### src/rtl/pool_pkg.sv
// Shared types, constants and the fp32 ordering key for the 2x2 max-pool stage.
package pool_pkg;

    localparam int FP_WIDTH = 32;

    localparam logic [FP_WIDTH-1:0] FP_POS_ZERO = 32'h0000_0000;
    localparam logic [FP_WIDTH-1:0] FP_NEG_INF  = 32'hFF80_0000;

    // Row phase of the pooling FSM; DROP swallows the unpaired last row of an odd-height frame.
    typedef enum logic [1:0] {
        ROW_EVEN = 2'd0,
        ROW_ODD  = 2'd1,
        DROP     = 2'd2
    } pool_phase_e;

    // Maps an fp32 bit pattern to an unsigned key whose order is the float order
    // (-0 below +0, negatives reversed, denormals in place, NaNs by bit pattern).
    function automatic logic [FP_WIDTH-1:0] fp_key(input logic [FP_WIDTH-1:0] x);
        return x[FP_WIDTH-1] ? ~x : (x | {1'b1, {(FP_WIDTH-1){1'b0}}});
    endfunction

endpackage

### src/rtl/maxpool2x2_stream_if.sv
// Valid-only pixel stream in, pooled pixel stream out.
interface maxpool2x2_stream_if #(
    parameter int DATA_WIDTH = 32
);
    logic [DATA_WIDTH-1:0] i_data;
    logic                  valid_in;
    logic [DATA_WIDTH-1:0] o_data;
    logic                  valid_out;
    logic                  frame_last;

    // Producer / monitor side.
    modport master (
        output i_data, valid_in,
        input  o_data, valid_out, frame_last
    );

    // Pooling block side.
    modport slave (
        input  i_data, valid_in,
        output o_data, valid_out, frame_last
    );
endinterface

### src/rtl/fp32_max.sv
// Combinational fp32 maximum under the total bit-pattern order of fp_key.
module fp32_max
    import pool_pkg::*;
(
    input  logic [FP_WIDTH-1:0] a,
    input  logic [FP_WIDTH-1:0] b,
    output logic [FP_WIDTH-1:0] y
);

    // b wins only when strictly greater, so equal keys return the first operand.
    assign y = (fp_key(b) > fp_key(a)) ? b : a;

endmodule

### src/rtl/maxpool2x2_stream.sv
// 2x2 stride-2 max pooling over a raster-ordered fp32 stream with no backpressure.
// Even rows leave horizontal pair maxima in a half-width line buffer; odd rows
// combine them with their own pair maxima and emit one pooled pixel per window.
module maxpool2x2_stream
    import pool_pkg::*;
#(
    parameter int DATA_WIDTH = FP_WIDTH,
    parameter int WIDTH      = 30,
    parameter int HEIGHT     = 30
) (
    input logic                clk,
    input logic                rst,
    maxpool2x2_stream_if.slave strm
);

    localparam int COL_W    = (WIDTH  > 1) ? $clog2(WIDTH)  : 1;
    localparam int ROW_W    = (HEIGHT > 1) ? $clog2(HEIGHT) : 1;
    localparam int LB_DEPTH = (WIDTH / 2 > 0) ? WIDTH / 2 : 1;
    localparam int LB_AW    = (LB_DEPTH > 1) ? $clog2(LB_DEPTH) : 1;

    localparam logic [COL_W-1:0] COL_LAST     = COL_W'(WIDTH - 1);
    localparam logic [ROW_W-1:0] ROW_LAST     = ROW_W'(HEIGHT - 1);
    localparam logic [COL_W-1:0] COL_OUT_LAST = COL_W'(2 * (WIDTH / 2) - 1);
    localparam logic [ROW_W-1:0] ROW_OUT_LAST = ROW_W'(2 * (HEIGHT / 2) - 1);
    localparam bit               ODD_HEIGHT   = (HEIGHT % 2) == 1;

    pool_phase_e           state_q, state_d;
    logic [COL_W-1:0]      col_q, col_d;
    logic [ROW_W-1:0]      row_q, row_d;
    logic [DATA_WIDTH-1:0] pair_q;
    logic [DATA_WIDTH-1:0] o_data_q;
    logic                  valid_out_q;
    logic                  frame_last_q;

    logic [DATA_WIDTH-1:0] line_buf [LB_DEPTH];
    logic [LB_AW-1:0]      lb_idx;
    logic [DATA_WIDTH-1:0] lb_rd;
    logic [DATA_WIDTH-1:0] h_max;
    logic [DATA_WIDTH-1:0] v_max;

    // An odd final column maps past the buffer but is only ever read at odd columns.
    assign lb_idx = LB_AW'(col_q >> 1);
    assign lb_rd  = line_buf[lb_idx];

    fp32_max u_hmax (
        .a (pair_q),
        .b (strm.i_data),
        .y (h_max)
    );

    fp32_max u_vmax (
        .a (lb_rd),
        .b (h_max),
        .y (v_max)
    );

    // Next column, row and row phase; everything holds unless a pixel is accepted.
    always_comb begin
        // NOTE: every output gets a default first so no path leaves it unassigned (no latch).
        state_d = state_q;
        col_d   = col_q;
        row_d   = row_q;
        if (strm.valid_in) begin
            if (col_q == COL_LAST) begin
                col_d = '0;
                if (row_q == ROW_LAST) begin
                    row_d   = '0;
                    state_d = ROW_EVEN;
                end else begin
                    row_d = row_q + ROW_W'(1);
                    if (ODD_HEIGHT && (row_d == ROW_LAST)) begin
                        state_d = DROP;
                    end else if (state_q == ROW_EVEN) begin
                        state_d = ROW_ODD;
                    end else begin
                        state_d = ROW_EVEN;
                    end
                end
            end else begin
                col_d = col_q + COL_W'(1);
            end
        end
    end

    // Counters, phase, pair register and the registered pooled output.
    always_ff @(posedge clk) begin
        // NOTE: sequential state uses non-blocking assignments so all registers update together.
        if (rst) begin
            state_q      <= ROW_EVEN;
            col_q        <= '0;
            row_q        <= '0;
            pair_q       <= FP_POS_ZERO;
            o_data_q     <= FP_POS_ZERO;
            valid_out_q  <= 1'b0;
            frame_last_q <= 1'b0;
        end else begin
            state_q      <= state_d;
            col_q        <= col_d;
            row_q        <= row_d;
            valid_out_q  <= 1'b0;
            frame_last_q <= 1'b0;
            if (strm.valid_in) begin
                if (!col_q[0]) begin
                    pair_q <= strm.i_data;
                end else if (state_q == ROW_ODD) begin
                    o_data_q     <= v_max;
                    valid_out_q  <= 1'b1;
                    frame_last_q <= (row_q == ROW_OUT_LAST) && (col_q == COL_OUT_LAST);
                end
            end
        end
    end

    // Even rows park each horizontal pair maximum for the row below.
    always_ff @(posedge clk) begin
        // NOTE: the line buffer has no reset; every entry is written in an even row before it is read.
        if (!rst && strm.valid_in && col_q[0] && (state_q == ROW_EVEN)) begin
            line_buf[lb_idx] <= h_max;
        end
    end

    assign strm.o_data     = o_data_q;
    assign strm.valid_out  = valid_out_q;
    assign strm.frame_last = frame_last_q;

endmodule

### src/flat_wrapper.sv
// flat-port wrapper written by rule: the top's interface ports become plain ports
module maxpool2x2_stream_flat import pool_pkg::*;
#(
    parameter int DATA_WIDTH = FP_WIDTH,
    parameter int WIDTH      = 30,
    parameter int HEIGHT     = 30
)
  (clk, rst, strm_i_data, strm_valid_in, strm_o_data, strm_valid_out, strm_frame_last);
  maxpool2x2_stream_if #(.DATA_WIDTH(DATA_WIDTH)) strm_i ();
  input logic clk;
  input logic rst;
  input wire logic [$bits(strm_i.i_data)-1:0] strm_i_data;
  input wire logic [$bits(strm_i.valid_in)-1:0] strm_valid_in;
  output wire logic [$bits(strm_i.o_data)-1:0] strm_o_data;
  output wire logic [$bits(strm_i.valid_out)-1:0] strm_valid_out;
  output wire logic [$bits(strm_i.frame_last)-1:0] strm_frame_last;
  assign strm_i.i_data = strm_i_data;
  assign strm_i.valid_in = strm_valid_in;
  assign strm_o_data = strm_i.o_data;
  assign strm_valid_out = strm_i.valid_out;
  assign strm_frame_last = strm_i.frame_last;
  maxpool2x2_stream #(.DATA_WIDTH(DATA_WIDTH), .WIDTH(WIDTH), .HEIGHT(HEIGHT)) u_core (.clk(clk), .rst(rst), .strm(strm_i));
endmodule
### config.mk
export PLATFORM = sky130hd
export DESIGN_NAME = maxpool2x2_stream_flat
export DESIGN_NICKNAME = d
export VERILOG_FILES = /design/src/rtl/pool_pkg.sv /design/src/rtl/maxpool2x2_stream_if.sv /design/src/rtl/fp32_max.sv /design/src/rtl/maxpool2x2_stream.sv /design/src/flat_wrapper.sv
export SDC_FILE = /design/constraint.sdc
export NUM_CORES = 1
export LEC_CHECK = 0
export ABC_AREA = 1
export BUFFER_PORTS_ARGS = -buffer_cell sky130_fd_sc_hd__buf_2
export CAP_MARGIN = 20
export CORE_MARGIN = 1.5
export CORE_UTILIZATION = 63
export CTS_CLUSTER_SIZE = 14
export DETAILED_ROUTE_END_ITERATION = 6
export PLACE_DENSITY = 0.8
export REMOVE_ABC_BUFFERS = 1
export SYNTH_ARGS = -nofsm -noshare
export SYNTH_HDL_FRONTEND = slang
export SYNTH_HIERARCHICAL = 1
export SYNTH_SLANG_ARGS = --single-unit
### constraint.sdc
create_clock -name clk -period 4.9 [get_ports clk]
set_input_delay 0.245 -clock clk [delete_from_list [all_inputs] [get_ports clk]]
set_output_delay 0.245 -clock clk [all_outputs]
set_load 0.005 [all_outputs]
Yosys cells after proc, flatten, opt, wreduce, memory -nomap -nowiden
Memories as Yosys holds them, arrays and structs flattened. A register that Yosys moved wholly into a read port is not among the register bits.
Cells that the tools add are included.
W data, S select, Z words.
{"block": "totals", "n_memories": 1, "output_inout_bits": 34, "regBits": 78, "ram_bits": 480}
{"block": "op_classes", "muxes": 15, "addsub": 2, "magnitude_cmp": 2, "n_eq_ne": 3, "bitwise": 7, "reduce_logical": 11}
{"memory": "u_core.line_buf", "words": 15, "word_bits": 32, "read_ports": 1, "rd_clocked_by_memory_dff": 1, "write_ports": 1, "line": "maxpool2x2_stream.sv:35", "rtl": "logic [DATA_WIDTH-1:0] line_buf [LB_DEPTH];"}
{"operator": "$mux W32", "count": 6}
{"operator": "$not A32 Y32", "count": 4}
{"operator": "$gt A32 B32 Y1", "count": 2}
{"operator": "$add A5 B1 Y5 const B", "count": 2}
{"operator": "$eq A5 B5 Y1 const B", "count": 2}
{"operator": "$mux W5", "count": 2}
{"operator": "$mux W4", "count": 2}
{"operator": "$logic_and A1 B1 Y1", "count": 4}
{"operator": "$mux W1", "count": 4}
{"operator": "$reduce_and A2 Y1", "count": 2}
{"operator": "$reduce_or A4 Y1", "count": 1}
{"operator": "$not A1 Y1", "count": 3}
{"operator": "$reduce_and A3 Y1", "count": 1}
{"operator": "$reduce_or A3 Y1", "count": 1}
{"operator": "$eq A2 B1 Y1 const B", "count": 1}
{"operator": "$logic_not A2 Y1", "count": 1}
{"operator": "$mux W2", "count": 1}
{"operator": "$logic_not A1 Y1", "count": 1}

Longest topological paths before layout
Gate-level depths: netlist of the first run.
{"block": "logic_depth", "ltp_word": 8, "depth_mapped": 39}

Modules after synthesis
Netlist of the first run, hierarchy kept.
{"mod": "maxpool2x2_stream", "area_per_inst_um2": 23178.5, "instances": 1, "cells_each": 2258}
{"mod": "fp32_max", "area_per_inst_um2": 1805.5, "instances": 2, "cells_each": 283}

Least setup slack after synthesis of the first run
Ideal clock, no wire load.
{"block": "synth_path", "path_kind": "reg2reg", "start": "reg u_core.pair_q[31]", "end": "reg u_core.o_data_q[17] (netlist: u_core/strm.o_data[17])", "synth_period_minus_slack_ns": 4.338, "stages_incl_launch_ff": 30, "setup_slack_ns": 0.562, "required_ns": 4.772, "arrival_ns": 4.210, "cell_sequence": "dfxtp_1 > clkbuf_1 > buf_2 > xnor2_1 > ha_1 > nand2_1 > nor2_1 > nand2_2 > nor2_1 > nand2_1 > o21ai_1 > nor2_1 > nand2_2 > nand2_4 > nand2_1 > nand2_1 > clkbuf_1 > buf_2 > xor2_1 > ha_1 > nand4_1 > nor4_4 > nand2_1 > nand2_2 > nand2_4 > buf_6 > nand2_1 > nand2_1 > o21ai_0 > a21oi_1"}
{"block": "synth_between", "elab_chain_len": 8}
{"element": "from (decl)", "line": "maxpool2x2_stream.sv:30", "rtl": "logic [DATA_WIDTH-1:0] pair_q;"}
{"element": "from (signal assigned)", "line": "maxpool2x2_stream.sv:104", "rtl": "pair_q <= strm.i_data;"}
{"element": "$not A32 Y32", "line": "pool_pkg.sv:19", "rtl": "return x[FP_WIDTH-1] ? ~x : (x | {1'b1, {(FP_WIDTH-1){1'b0}}});"}
{"element": "$mux W32", "line": "pool_pkg.sv:19"}
{"element": "$gt A32 B32 Y1", "line": "fp32_max.sv:11", "rtl": "assign y = (fp_key(b) > fp_key(a)) ? b : a;"}
{"element": "$mux W32 *", "line": "fp32_max.sv:11"}
{"element": "named net u_core.h_max[31]", "line": "maxpool2x2_stream.sv:38", "rtl": "logic [DATA_WIDTH-1:0] h_max;"}
{"element": "$not A32 Y32", "line": "pool_pkg.sv:19"}
{"element": "$mux W32 *", "line": "pool_pkg.sv:19"}
{"element": "$gt A32 B32 Y1 *", "line": "fp32_max.sv:11"}
{"element": "$mux W32 *", "line": "fp32_max.sv:11"}
{"element": "named net u_core.v_max[17]", "line": "maxpool2x2_stream.sv:39", "rtl": "logic [DATA_WIDTH-1:0] v_max;"}
{"element": "to (signal assigned)", "line": "maxpool2x2_stream.sv:106", "rtl": "o_data_q <= v_max;"}
{"element": "to (decl)", "line": "maxpool2x2_stream.sv:31", "rtl": "logic [DATA_WIDTH-1:0] o_data_q;"}
Mark *: on every way through the listed nets, which the timed path passes. The rest lies on a longest branch.
A chain may end at the register's enable or synchronous reset.

Final worst setup path of the first run
{"block": "layout_path", "start": "reg u_core.pair_q[31]", "end": "reg u_core.o_data_q[10] (netlist: u_core/strm.o_data[10])"}
{"block": "layout_between", "elab_chain_len": 8}
{"element": "$not A32 Y32", "line": "pool_pkg.sv:19"}
{"element": "$mux W32 *", "line": "pool_pkg.sv:19"}
{"element": "$gt A32 B32 Y1 *", "line": "fp32_max.sv:11"}
{"element": "$mux W32 *", "line": "fp32_max.sv:11"}
{"element": "named net u_core.h_max[26]", "line": "maxpool2x2_stream.sv:38"}
{"element": "$not A32 Y32", "line": "pool_pkg.sv:19"}
{"element": "$mux W32 *", "line": "pool_pkg.sv:19"}
{"element": "$gt A32 B32 Y1 *", "line": "fp32_max.sv:11"}
{"element": "$mux W32 *", "line": "fp32_max.sv:11"}
{"element": "named net u_core.v_max[10]", "line": "maxpool2x2_stream.sv:39"}
Marked as above.

==> results of run 1 <==
-- metal layers --
metal | up-vias | track usage [%]
met4 | 0 | 14.29
met2 | 1269 | 54.31
li1 | 9347 | -
met5 | - | 0
met3 | 224 | 5.966
met1 | 9559 | 43.38
-- sequential cells by signal, indices dropped and copies added, names as in the netlist, named ones only --
name,cells
u_core/pair_q,32
u_core/col_q,5
u_core/state_q,1
u_core/row_q,5
u_core/strm.o_data,32
u_core/strm.frame_last,1
u_core/strm.valid_out,1
u_core/line_buf,480
-- placed cells by master, fill, tap and decap left out, types with 3 or more instances in the layout --
cell type | Yosys | routed
nand3_1 | 349 | 348
inv_1 | 274 | 273
a21oi_1 | 63 | 63
clkinv_2 | 0 | 8
clkbuf_16 | 0 | 55
xor2_1 | 64 | 64
nand2_2 | 7 | 8
nor2_2 | 4 | 4
edfxtp_1 | 480 | 480
nor2_1 | 140 | 125
xnor2_1 | 63 | 63
dlygate4sd3_1 | 0 | 32
buf_2 | 73 | 68
nor2_4 | 1 | 16
dfxtp_2 | 0 | 3
buf_12 | 0 | 9
o21ai_0 | 71 | 71
clkbuf_8 | 0 | 13
inv_2 | 4 | 4
nand2_1 | 978 | 976
bufinv_16 | 0 | 5
buf_4 | 19 | 64
clkinv_1 | 0 | 7
ha_1 | 68 | 68
nand4_1 | 4 | 4
clkinvlp_4 | 0 | 4
clkbuf_1 | 36 | 8
o21ai_1 | 6 | 6
dfxtp_1 | 81 | 76
-- timing repair --
action | CTS | global route
hold buffers | 32 | 0
endpoints found under the hold margin | 36 | 0
gates resized for setup | 0 | 4
setup endpoints to repair | 0 | 32
-- power by group through the flow --
| stage | Combinational (mW) | Sequential, mW | Clock (mW) |
|---|---|---|---|
| after floorplan | 1.26 | 5.61 | 0 |
| after global placement | 1.88 | 5.58 | 0 |
| after detailed placement | 1.97 | 5.58 | 0 |
| after CTS | 2.01 | 5.48 | 4.30 |
| after global routing | 2.27 | 5.48 | 4.48 |
| final | 2.08 | 5.48 | 4.27 |
-- stage by stage --
step | area (sq um) | utilization (%) | setup TNS [ps]
finish | 29970 | 71.45 | 0
global route | 29970 | 71.45 | 0
CTS | 29940 | 71.38 | 0
detailed placement | 27780 | 66.23 | 0
global placement | 27750 | 66.17 | 0
floorplan | 25920 | - | -154290
-- area by class of cell --
type	count	area (sq um)	area share [%]
Tap cell	539	674.4	2.250
Antenna cell	2	5.005	0.01670
Clock buffer	76	1585	5.290
Clock inverter	25	255.2	0.8517
Sequential cell	561	16050	53.54
Inverter	279	1055	3.520
Timing Repair Buffer	176	1371	4.576
Multi-Input combinational cell	1831	8976	29.95
-- worst min path at each step --
stage	startpoint	to
5_1_grt	strm_valid_in	register
2_1_floorplan	rst	u_core/strm.valid_out
6_report	strm_valid_in	register
4_1_cts	strm_valid_in	register
3_3_place_gp	u_core/strm.o_data[24]	u_core/strm.o_data[24]
3_5_place_dp	u_core/strm.o_data[24]	u_core/strm.o_data[24]
-- cell families (layout without fill, tap and decap cells) --
| logic type | count (synthesis) | after routing | share of synthesized area [%] |
|---|---|---|---|
| DFF | 561 | 561 | 59.86 |
| adders and majority gates | 68 | 68 | 3.176 |
| other | 0 | 2 | 0 |
| buffers and inverters | 432 | 556 | 7.146 |
| AOI/OAI and AO/OA | 146 | 146 | 2.784 |
| and+or+nand+nor | 1490 | 1490 | 22.89 |
| xor gates and xnor gates | 127 | 127 | 4.152 |
-- Yosys cell counts (all sizes together) --
cell type  count
nor2         145
o21bai         1
o21a           2
nand3        349
a21oi         63
dfxtp         81
buf          117
clkbuf        36
a21o           2
xor2          64
a211oi         1
xnor2         63
inv          279
ha            68
nor3           2
nand4          4
edfxtp       480
nor4           2
nand2        987
nor3b          1
o21ai         77
==> flow_summary.toml, run 1 <==
[pwr]
fin_total_pwr_mw = 11.83
pwr-share-comb_pct = 17.6
peakVddDrop_mv = 0.3491
powerDensity_nw_per_um2 = 394.7
intPower_mw = 8.632
seqPwrFrac_pct = 46.3
power.net_switching_mw = 3.197
power.clock.fraction_pct = 36.1
switching_share_pct = 27.02
p_leak_nw = 12.85

[route]
dr.pass1.iters = 5
antenna_left = 0
drc = 0
met3_length_microns = 8049
route.met2.wl_microns = 33760
met1Wirelength_microns = 26810
initialDrtViolationCount = 2633
wire_per_inst_microns = 20.44
top_layer = "met4"
vias = 20400
wirelength_microns = 71310
viasPerCell = 5.847

[sta]
slew_violations = 0
relSlewSlack_pct = 25.26
worst_slack_ps = 311.1
fin_crit_sh_pct = 93.65
hold_violations = 0
worstMarginPinSlew_ps = 1119
setup_viol = 0
min_period_ps = 4589
rsz0062_at_grt = "false"
clock_skew_ps = 17.23
fmax_ghz = 0.2179
hold_slack_ps = 69.15

[clock_network]
cts_buffer_depth = 3
numCtsBuffers = 54
cts_sinks = 561
tritoncts = "yes"
htree_levels = 2
clock_latency_ps = 610
cts-root-buf = "clkbuf_16"
clkTransAtPathRegs_ps = 60
post-cts-setup-buffers = 0

[global_route]
grt_pass1_wl_microns = 110200
track_usage_pct = 33.04
grt_antenna_before_repair = 2
grt_pass1_vias = 20380
grt_max_degree = 141
grt_overflow = 0

[logic_synthesis]
synth_area_sq_um = 26790
ys_ff_latch = 561
synth.top_cells.by_area = "edfxtp_1 (54%), nand2_1 (14%), nand3_1 (6.5%), dfxtp_1 (6.1%), inv_1 (3.8%)"
ys_warn_count = 6
synthDominantCellAreaShare_pct = 53.80
ys_seq_area_share_pct = 59.86
synth_cell_types = 31
synth_area_leader_cell = "edfxtp_1"
avgSynthCellArea_sq_um = 9.486
synth_cells = 2824

[critical_path]
path_depth = 25
reg2regPathDepth = 25
critPathLaunch = "u_core/pair_q[31]"
r2r_start = "u_core/pair_q[31]"
reg2reg_setup_slack_ps = 310
path_buf_inv = 3
cp.required_ps = 5430
endpoint = "u_core/strm.o_data[10]"
critPathTopFamily = "simple AND/OR/NAND/NOR gates"
end_kind = "register"
max_stage_delay_ps = 340
worst_setup_path_start_kind = "register"
crit_fanout = 31
crit_type = "reg -> reg"
critPathArrivalTime_ps = 5120
slowest_stage = "dfxtp_2"
r2r-end = "u_core/strm.o_data[10]"
cp_common_cell = "nand2_1"

[floorplanning]
rows = 75
die-area_sq_um = 43770
die_h_microns = 209.2
fp.dieW_microns = 209.2
ios = 69
start_util_pct = 63.87
core_sq_um = 41950

[cells_and_area]
stdcell_count = 3489
nets = 3006
num-fill-cells = 2887
drive_above_1_share_pct = 9.328
syn_to_final_growth_pct = 11.87

[run]
cap_violations = 0

[min_path]
min_path_cells = 2
hp-class = "in -> reg"

[place]
portBuffers = 68
dp_hpwl_microns = 41180
gp_congestion = 0.9354
dp_cells = 3354
place_ws_ps = 232.4

[run_status]
outcome = "finished clean"
Note: power is estimated with default switching activity, not from simulation.
==> inputs of run 2 (changes only) <==
--- a/config.mk
+++ b/config.mk
@@ -9,10 +9,10 @@
 export BUFFER_PORTS_ARGS = -buffer_cell sky130_fd_sc_hd__buf_2
 export CAP_MARGIN = 20
 export CORE_MARGIN = 1.5
-export CORE_UTILIZATION = 63
+export CORE_UTILIZATION = 55
 export CTS_CLUSTER_SIZE = 14
 export DETAILED_ROUTE_END_ITERATION = 6
-export PLACE_DENSITY = 0.8
+export PLACE_DENSITY = 0.74
 export REMOVE_ABC_BUFFERS = 1
 export SYNTH_ARGS = -nofsm -noshare
 export SYNTH_HDL_FRONTEND = slang
==> constraint.sdc (replaced) <==
create_clock -name clk -period 4 [get_ports clk]
set_input_delay 0.2 -clock clk [delete_from_list [all_inputs] [get_ports clk]]
set_output_delay 0.2 -clock clk [all_outputs]
set_load 0.005 [all_outputs]
==> run 2 against run 1 <==
Net effect: the flow now finishes with violations (negative setup slack); clock power rose by 22%; die area rose by 14%; routed wire length rose by 4.9%; final cell count rose by 4.3%; power rose by 28%; worst hold slack got worse by 31 ps; critical path depth rose by 1; sequential power rose by 23%; count of clock-buffer cells in the layout rose by 3; global-route usage fell by 3.2 points; clock skew rose by 20 ps; register-to-register slack got worse by 600 ps; critical path type unchanged; highest routed layer is now met5.
==> flow_summary.toml, run 2 (synthesized netlist as in run 1, its figures left out) <==
[sta]
worst_slack_ps = -291.9
fin_crit_sh_pct = 107.3
worstMarginPinSlew_ps = 981.9
slew_violations = 0
rsz0062_at_grt = "true"
min_period_ps = 4292
clock_skew_ps = 37.44
hold_violations = 0
fmax_ghz = 0.2330
relSlewSlack_pct = 34.47
setup_viol = 32

[critical_path]
max_stage_delay_ps = 370
r2r_start = "u_core/pair_q[31]"
cp.required_ps = 4540
slowest_stage = "dfxtp_4"
crit_fanout = 10
reg2regPathDepth = 26
end_kind = "register"
cp_common_cell = "nand2_1"
r2r-end = "u_core/strm.o_data[28]"
reg2reg_setup_slack_ps = -290
critPathArrivalTime_ps = 4830
worst_setup_path_start_kind = "register"
crit_type = "reg -> reg"

[clock_network]
tritoncts = "yes"
clkTransAtPathRegs_ps = 70
cts_sinks = 561
numCtsBuffers = 55
htree_levels = 2
clock_latency_ps = 620
cts_buffer_depth = 3
cts-root-buf = "clkbuf_16"

[cells_and_area]
final_cell_mix = "nand2_1 (946), edfxtp_1 (480), nand3_1 (339)"
nets = 3078
final_common_cell = "nand2_1"
num-fill-cells = 3563
fin_util_pct = 65.69
largest_reg_flops = 480
fin_area_sq_um = 31500
drive_above_1_share_pct = 14.03
syn_to_final_growth_pct = 17.57
largest_register = "u_core/line_buf"

[global_route]
grt_pass1_vias = 19870
grt_pass1_wl_microns = 113000
grt_antenna_before_repair = 2
grt_max_degree = 91
grt_overflow = 0
track_usage_pct = 29.87

[place]
portBuffers = 68
dp_hpwl_microns = 44660
place_ws_ps = -307.2
gp_congestion = 0.9357
placed_area_sq_um = 28550

[pwr]
peakVddDrop_mv = 0.3155
p_leak_nw = 13.48
powerDensity_nw_per_um2 = 480.5

[run]
cap_violations = 0

[route]
met1Wirelength_microns = 28980
wirelength_microns = 74780
met3_length_microns = 7146
route.met2.wl_microns = 35650
initialDrtViolationCount = 2086
vias = 20530
wire_per_inst_microns = 20.56
dr.pass1.iters = 7
top_layer = "met5"
viasPerCell = 5.644
drc = 0
antenna_left = 0

[floorplanning]
die-area_sq_um = 50040
rows = 80
start_util_pct = 55.87
core_sq_um = 47950
ios = 69
die_h_microns = 223.7
fp.dieW_microns = 223.7

[run_status]
violations = "negative setup slack"
outcome = "finished with violations"

[min_path]
hp-class = "in -> reg"
hold_start = "rst"
min_path_cells = 4
min_to = "u_core/col_q[0]"
-- run 2: cell count changes in the layout (fill, tap and decap cells not counted), sizes merged --
cell,change
buf,+68
clkinvlp,-2
diode,-1
dlygate4sd3,+1
bufinv,-2
clkbuf,+5
clkinv,+4
-- run 2: timing repair --
action,CTS,global route
setup endpoints to repair,32,32
endpoints found under the hold margin,38,0
setup buffers,12,7
hold buffers,33,0
gates resized for setup,65,84
pin swaps,23,51
cloned,4,2
-- run 2: how the worst max path moves through the flow --
stage | startpoint | end | slack, ps | cells after the start
after detailed placement | strm_i_data[31] | u_core/strm.o_data[3] | -310 | 27
after floorplan | register | u_core/strm.o_data[31] | -5740 | 19
after CTS | u_core/pair_q[31] | u_core/strm.o_data[12] | -190 | 28
final | u_core/pair_q[31] | u_core/strm.o_data[28] | -290 | 26
after global placement | strm_i_data[31] | u_core/strm.o_data[30] | -250 | 28
after global routing | u_core/pair_q[31] | u_core/strm.o_data[6] | -500 | 35
-- run 2: area by class of cell --
cell class	count	area, sq um	area share, %
tap	615	769.5	2.443
antenna	1	2.502	0.007945
clock inverter	25	226.5	0.7190
clock buffer	79	1609	5.109
inverter	279	1055	3.349
timing repair buffer	247	2417	7.675
sequential	561	16050	50.96
multi-input combinational	1831	9368	29.74
-- run 2: power breakdown --
part           internal (mW)  switching (mW)  leakage (nW)
sequential              6.67          0.0477          5.04
combinational           1.25            1.98          7.53
clock                   3.00            2.20         0.911
total                   10.9            4.22          13.5
-- run 2: per-stage QoR --
stage | setup TNS, ps | std cells | total power [mW] | hold WS (ps)
final | -8102 | 3638 | 15.13 | 38.04
after global routing | -15100 | 3638 | 15.65 | 52.07
after CTS | -4386 | 3630 | 14.94 | 0.6617
after detailed placement | -8610 | 3478 | 9.463 | 445.1
after global placement | -7200 | 3478 | 9.383 | 435.0
after floorplan | -190180 | 2671 | 8.420 | 284.1
-- run 2: per-layer routing --
metal / vias up / global-route usage [%]
met3: 215 / 5.391
met5: - / 0
met2: 1110 / 49.69
met4: 2 / 12.66
li1: 9514 / -
met1: 9692 / 38.64
-- run 2: worst max-delay path, delay by kind of cell, from the launching register on --
family | cells | cell delay (ps)
and+or+nand+nor | 12 | 1410
buffers and inverters | 6 | 930
adders and majority gates | 2 | 650
AOI/OAI and AO/OA | 4 | 540
DFF | 1 | 370
xor gates and xnor gates | 2 | 290
